$ cat config.mk
export PLATFORM = sky130hd
export DESIGN_NAME = mem_access_seq
export DESIGN_NICKNAME = d
export VERILOG_FILES = /design/src/rtl/lc3b_types.sv /design/src/rtl/byte_lane_align.sv /design/src/rtl/mem_access_seq.sv
export SDC_FILE = /design/constraint.sdc
export NUM_CORES = 1
export LEC_CHECK = 0
export CAP_MARGIN = 10
export CORE_ASPECT_RATIO = 1.25
export CORE_UTILIZATION = 25
export CTS_BUF_LIST = sky130_fd_sc_hd__clkbuf_4 sky130_fd_sc_hd__clkbuf_8 sky130_fd_sc_hd__clkbuf_16
export DETAILED_ROUTE_END_ITERATION = 6
export GPL_TIMING_DRIVEN = 0
export HOLD_SLACK_MARGIN = 0.06
export PLACE_DENSITY = 0.57
export SLEW_MARGIN = 20
export SYNTH_ARGS = -nofsm -noshare
export SYNTH_HDL_FRONTEND = slang
export SYNTH_SLANG_ARGS = --single-unit
$ cat constraint.sdc
create_clock -name clk -period 5.05 [get_ports clk]
set_clock_uncertainty 0.1 [all_clocks]
set_input_delay 0.7575 -clock clk [delete_from_list [all_inputs] [get_ports clk]]
set_output_delay 0.7575 -clock clk [all_outputs]
set_load 0.01 [all_outputs]
$ cat src/rtl/lc3b_types.sv
// Shared LC-3b types for the memory-stage access sequencer.
package lc3b_types;

  typedef enum logic [1:0] {S_IDLE, S_FIRST, S_SECOND, S_DONE} lc3b_memseq_state;

  typedef enum logic [2:0] {NONE, READ, WRITE, LDI, STI, TRAP} lc3b_mem_kind;

  typedef logic [1:0] lc3b_mem_be;

  localparam lc3b_mem_be BE_WORD = 2'b11;

  // Indirect kinds win over plain read/write since their control words also set those bits.
  function automatic lc3b_mem_kind decode_kind(input logic mem_read, input logic mem_write,
                                               input logic ldi_ind, input logic sti_ind,
                                               input logic trap_ind);
    if (sti_ind) return STI;
    if (ldi_ind) return LDI;
    if (trap_ind) return TRAP;
    if (mem_write) return WRITE;
    if (mem_read) return READ;
    return NONE;
  endfunction

endpackage

$ cat src/rtl/byte_lane_align.sv
// Byte-lane steering for LDB/STB: store replication, byte enables, load select + sign-extend.
module byte_lane_align
  import lc3b_types::*;
#(
  parameter int unsigned DATA_WIDTH = 16
) (
  input  logic                  addr_lsb,
  input  logic                  stb,
  input  logic                  ldb,
  input  logic [DATA_WIDTH-1:0] store_data,
  input  logic [DATA_WIDTH-1:0] rdata,
  output lc3b_mem_be            byte_enable,
  output logic [DATA_WIDTH-1:0] wdata,
  output logic [DATA_WIDTH-1:0] load_value
);

  logic [7:0] sel_byte;

  always_comb begin
    byte_enable = BE_WORD;
    wdata       = store_data;
    if (stb) begin
      byte_enable = addr_lsb ? 2'b10 : 2'b01;
      wdata       = {store_data[7:0], store_data[7:0]};
    end
  end

  always_comb begin
    sel_byte   = addr_lsb ? rdata[15:8] : rdata[7:0];
    load_value = rdata;
    if (ldb) load_value = {{(DATA_WIDTH - 8){sel_byte[7]}}, sel_byte};
  end

endmodule

$ cat src/rtl/mem_access_seq.sv
// MEM-stage access sequencer: turns LC-3b control bits into one or two data-memory transactions.
// Optional MEMSEQ_PERF_EN adds stall_cycles / indirect_count performance counters.
module mem_access_seq
  import lc3b_types::*;
#(
  parameter int unsigned DATA_WIDTH = 16
) (
  input  logic                  clk,
  input  logic                  reset,
  input  logic                  valid,
  input  logic                  mem_read,
  input  logic                  mem_write,
  input  logic                  ldi_ind,
  input  logic                  sti_ind,
  input  logic                  trap_ind,
  input  logic                  ldb_ind,
  input  logic                  stb_ind,
  input  logic [DATA_WIDTH-1:0] addr,
  input  logic [DATA_WIDTH-1:0] store_data,
  input  logic [DATA_WIDTH-1:0] dmem_rdata,
  input  logic                  dmem_resp,
  output logic                  dmem_read,
  output logic                  dmem_write,
  output logic [DATA_WIDTH-1:0] dmem_address,
  output logic [DATA_WIDTH-1:0] dmem_wdata,
  output lc3b_mem_be            dmem_byte_enable,
  output logic [DATA_WIDTH-1:0] load_data,
`ifdef MEMSEQ_PERF_EN
  output logic [31:0]           stall_cycles,
  output logic [15:0]           indirect_count,
`endif
  output logic                  mem_stall
);

  lc3b_memseq_state      state_q, state_d;
  lc3b_mem_kind          kind_in, kind_q;
  logic [DATA_WIDTH-1:0] addr_q, store_q, ptr_q, load_data_q;
  logic                  ldb_q, stb_q, start;
  lc3b_mem_be            align_be;
  logic [DATA_WIDTH-1:0] align_wdata, align_load;

  assign kind_in   = decode_kind(mem_read, mem_write, ldi_ind, sti_ind, trap_ind);
  assign start     = valid && (kind_in != NONE);
  assign load_data = load_data_q;

  byte_lane_align #(
    .DATA_WIDTH(DATA_WIDTH)
  ) u_align (
    .addr_lsb   (addr_q[0]),
    .stb        (stb_q),
    .ldb        (ldb_q),
    .store_data (store_q),
    .rdata      (dmem_rdata),
    .byte_enable(align_be),
    .wdata      (align_wdata),
    .load_value (align_load)
  );

  always_ff @(posedge clk) begin
    if (reset) state_q <= S_IDLE;
    else       state_q <= state_d;
  end

  always_comb begin
    state_d = state_q;
    unique case (state_q)
      S_IDLE:   if (start) state_d = S_FIRST;
      S_FIRST:  if (dmem_resp) state_d = (kind_q == LDI || kind_q == STI) ? S_SECOND : S_DONE;
      S_SECOND: if (dmem_resp) state_d = S_DONE;
      S_DONE:   state_d = S_IDLE;
    endcase
  end

  always_comb begin
    dmem_read        = 1'b0;
    dmem_write       = 1'b0;
    dmem_address     = '0;
    dmem_wdata       = '0;
    dmem_byte_enable = BE_WORD;
    mem_stall        = 1'b0;
    unique case (state_q)
      S_IDLE:  mem_stall = start;
      S_FIRST: begin
        mem_stall    = 1'b1;
        dmem_address = addr_q;
        if (kind_q == WRITE) begin
          dmem_write       = 1'b1;
          dmem_wdata       = align_wdata;
          dmem_byte_enable = align_be;
        end else begin
          dmem_read = 1'b1;
        end
      end
      S_SECOND: begin
        mem_stall    = 1'b1;
        dmem_address = ptr_q;
        if (kind_q == STI) begin
          dmem_write = 1'b1;
          dmem_wdata = store_q;
        end else begin
          dmem_read = 1'b1;
        end
      end
      S_DONE: ;
    endcase
  end

  always_ff @(posedge clk) begin
    if (reset) begin
      addr_q      <= '0;
      store_q     <= '0;
      ptr_q       <= '0;
      kind_q      <= NONE;
      ldb_q       <= 1'b0;
      stb_q       <= 1'b0;
      load_data_q <= '0;
    end else begin
      unique case (state_q)
        S_IDLE: if (start) begin
          addr_q  <= addr;
          store_q <= store_data;
          kind_q  <= kind_in;
          ldb_q   <= ldb_ind;
          stb_q   <= stb_ind;
        end
        S_FIRST: if (dmem_resp) begin
          if (kind_q == LDI || kind_q == STI) ptr_q <= dmem_rdata;
          else if (kind_q != WRITE)           load_data_q <= align_load;
        end
        // The pointed-to word is always a full-word access.
        S_SECOND: if (dmem_resp && kind_q == LDI) load_data_q <= dmem_rdata;
        S_DONE: ;
      endcase
    end
  end

`ifdef MEMSEQ_PERF_EN
  logic [31:0] stall_cycles_q;
  logic [15:0] indirect_count_q;

  always_ff @(posedge clk) begin
    if (reset) begin
      stall_cycles_q   <= '0;
      indirect_count_q <= '0;
    end else begin
      if (mem_stall && stall_cycles_q != 32'hFFFF_FFFF) stall_cycles_q <= stall_cycles_q + 32'd1;
      if (state_q != S_SECOND && state_d == S_SECOND) indirect_count_q <= indirect_count_q + 16'd1;
    end
  end

  assign stall_cycles   = stall_cycles_q;
  assign indirect_count = indirect_count_q;
`endif

endmodule

==> flow_metrics.tcl <==
set metrics [dict create \
    synth_seq_cells 71 \
    area_growth_pct 48.5 \
    end_kind "output pin" \
    cts_hold_buf 0 \
    drv_slew 0 \
    synth-main-ff-cell "dfxtp_1" \
    numCtsBuffers 9 \
    synth_largest_area_cell "dfxtp_1" \
    synth_compound_area_share_pct 23.8 \
    worstSetupPathType "reg -> out" \
    io_pins 112 \
    clockRootBuffer "clkbuf_16" \
    hold_viol_final 0 \
    r2r-end "load_data[12]" \
    core-area_sq_um 12800 \
    startpoint "state_q[0]" \
    hold_path_end "addr_q[8]" \
    crit_fanout 10 \
    period_minus_slack_ns 4.04 \
    synth-simple-area-share_pct 19.7 \
    power.density_nw_per_um2 445 \
    grt_pass1_wl_um 15400 \
    cts_sinks 71 \
    min_from "addr_q[8]" \
    initial_core_util_pct 26.0 \
    nets 586 \
    syn_nets 466 \
    cts_tree "built" \
    p_clk_share_pct 30.1 \
    yosys-mux-area-fraction_pct 5.41 \
    die-area_sq_um 13800 \
    layout.cells.non_filler 695 \
    setup_viol 0 \
    drtAntennaViolNets 0 \
    htree_levels 3 \
    clk_latency_ns 0.33 \
    synthCells 402 \
    p_leak_nw 1.71 \
    grt.overflow.total 0 \
    rr_worst_depth 7 \
    antenna_found_initial 0 \
    pwr-share-comb_pct 36.6 \
    num_antenna_cells 0 \
    cts_resized 0 \
    slew_headroom_pct 29.4 \
    die_h_um 131 \
    rsz0062_at_grt "no" \
    sequentialPowerShare_pct 33.3 \
    grt_usage_pct 14.7 \
    drt_iter0_drc 113 \
    cts.clk_slew.worst_paths_ns 0.06 \
    dpl.cell_count 679 \
    row_count 46 \
    hold_class "reg -> reg" \
    clockBufferDepth 2 \
    worstHoldPathCells 2 \
    netlist_top_cells_area "dfxtp_1 (43%), a21oi_1 (9.9%), nand2_1 (9.8%), mux2i_1 (5.4%), nor2_1 (4.2%)" \
    vias_per_cell 4.62 \
    yosysWarnings 0 \
    drv_cap 0 \
    ir_drop_uv 138 \
    drt_wl_total_um 10100 \
    swShare_pct 35.0 \
    required_ns 4.19 \
    ys_types 38 \
    start_kind "flip-flop" \
    power.total_w 0.00220 \
    drive_above_1_share_pct 7.02 \
    dp_hpwl_um 7970 \
    grt_pass1_vias 3093 \
    vias 3208 \
    fp.dieW_um 105 \
    drtPass1Iterations 5 \
    tightestPinTransition_ns 1.05 \
    fmax_mhz 248 \
    final.setup.tns_ns 0 \
    cp.arrival_ns 3.18 \
    ff2ff_setup_slack_ns 2.89 \
    finalWeightedCongestion 0.808 \
    async_flop_share_pct 0 \
    port_buffers 109 \
    synth_top_family_by_area "compound AO/OA/AOI/OAI gates" \
    synthXorXnorAreaFrac_pct 0 \
    post_cts_buffers 0 \
    drc 0 \
    yosysSeqAreaShare_pct 42.7 \
    internal-power_w 0.00143 \
    routedWlPerCell_um 14.6 \
    synth_enable_flop_cells 0 \
    syn_area_sq_um 3330 \
    reg2reg_from "state_q[0]" \
    period_share_pct 79.9 \
    synth_top_cell_area_share_pct 42.7 \
    p_sw_w 0.000771 \
    avgSynthCellArea_sq_um 8.29 \
    grt_max_degree 15 \
    status "complete, no violations" \
    synth_fa_ha_area_share_pct 1.88 \
]
-- how the worst max path moves through the flow --
stage / to / slack (ns) / depth (start not counted)
after floorplan: dmem_wdata[0] / 2.31 / 6
after global placement: mem_stall / 1.25 / 7
after detailed placement: mem_stall / 1.27 / 7
after CTS: dmem_wdata[7] / 0.97 / 7
after global routing: dmem_wdata[7] / 0.80 / 7
final: dmem_wdata[7] / 1.01 / 7
-- worst max-delay path, stage by stage (launching register included) --
cell and delay, ns:
dfxtp_1 0.38, inv_1 0.12, ha_1 0.34, inv_1 0.06, clkbuf_1 0.24, a211oi_1 0.93
and2_1 0.25, clkdlybuf4s50_1 0.54
-- cell usage after synthesis (5+ instances only) --
master and n:
a22o_1 8, inv_1 6, a22oi_1 16, ha_1 5
nand2b_1 6, a311oi_1 7, clkbuf_1 17, nand2_1 87
buf_6 9, nor2_1 37, and2_1 10, mux2i_1 18
a21oi_1 66, dfxtp_1 71, a211oi_1 11
-- power by group through the flow --
stage / combinational (W) / sequential, W / clock, W
after global placement: 0.000808 / 0.000742 / 0
after CTS: 0.000816 / 0.000735 / 0.000680
after floorplan: 0.000513 / 0.000742 / 0
after detailed placement: 0.000814 / 0.000747 / 0
after global routing: 0.000886 / 0.000749 / 0.000702
final: 0.000806 / 0.000734 / 0.000663
-- per-layer routing --
layer / wire (um) / part of all wire, % / vias to the layer above / global-route usage, %
li1: - / - / 1649 / -
met1: 4410 / 43 / 1466 / 16.6
met2: 5060 / 50 / 81 / 25.9
met3: 453 / 4.5 / 12 / 3.51
met4: 220 / 2.2 / 0 / 7.29
met5: 0 / 0 / - / 0
-- placed cells by master, fill, tap and decap left out, types with 10 or more instances in the layout --
cell type          n
nor2_1            37
clkdlybuf4s50_1  109
mux2i_1           18
nand2_1           87
dfxtp_1           71
a211oi_1          11
a22oi_1           16
clkbuf_1          17
and2_1            10
a21oi_1           66
-- layout make-up --
type	count	area, sq um
clock inverter	6	75.1
tap	168	210
sequential	71	1420
inverter	6	22.5
clock buffer	10	239
multi-input combinational	293	1690
buffer	32	195
fill	1332	7890
timing repair buffer	109	1090
-- registers in the layout, indices dropped and copies added (netlist names) --
signal and count:
state_q 2, ldb_q 1, store_q 16, kind_q 3, stb_q 1, addr_q 16, ptr_q 16, load_data 16
-- through the flow --
stage | instance area, sq um | setup slack (ns) | util, % | hold slack [ns]
after detailed placement | 4630 | 1.27 | 36.1 | 0.348
after global routing | 4950 | 0.803 | 38.5 | 0.374
final | 4950 | 1.01 | 38.5 | 0.355
after global placement | 4630 | 1.25 | 36.1 | 0.343
after floorplan | 3330 | 2.31 | - | 0.336
after CTS | 4950 | 0.974 | 38.5 | 0.356
-- logic make-up (layout without fill, tap and decap cells) --
family | count (synthesis) | in the layout
AOI/OAI and AO/OA | 119 | 119
DFF | 71 | 71
adders and majority gates | 5 | 5
and+or+nand+nor | 151 | 151
buffers and inverters | 38 | 163
muxes | 18 | 18
Note: power is estimated with default switching activity, not from simulation.
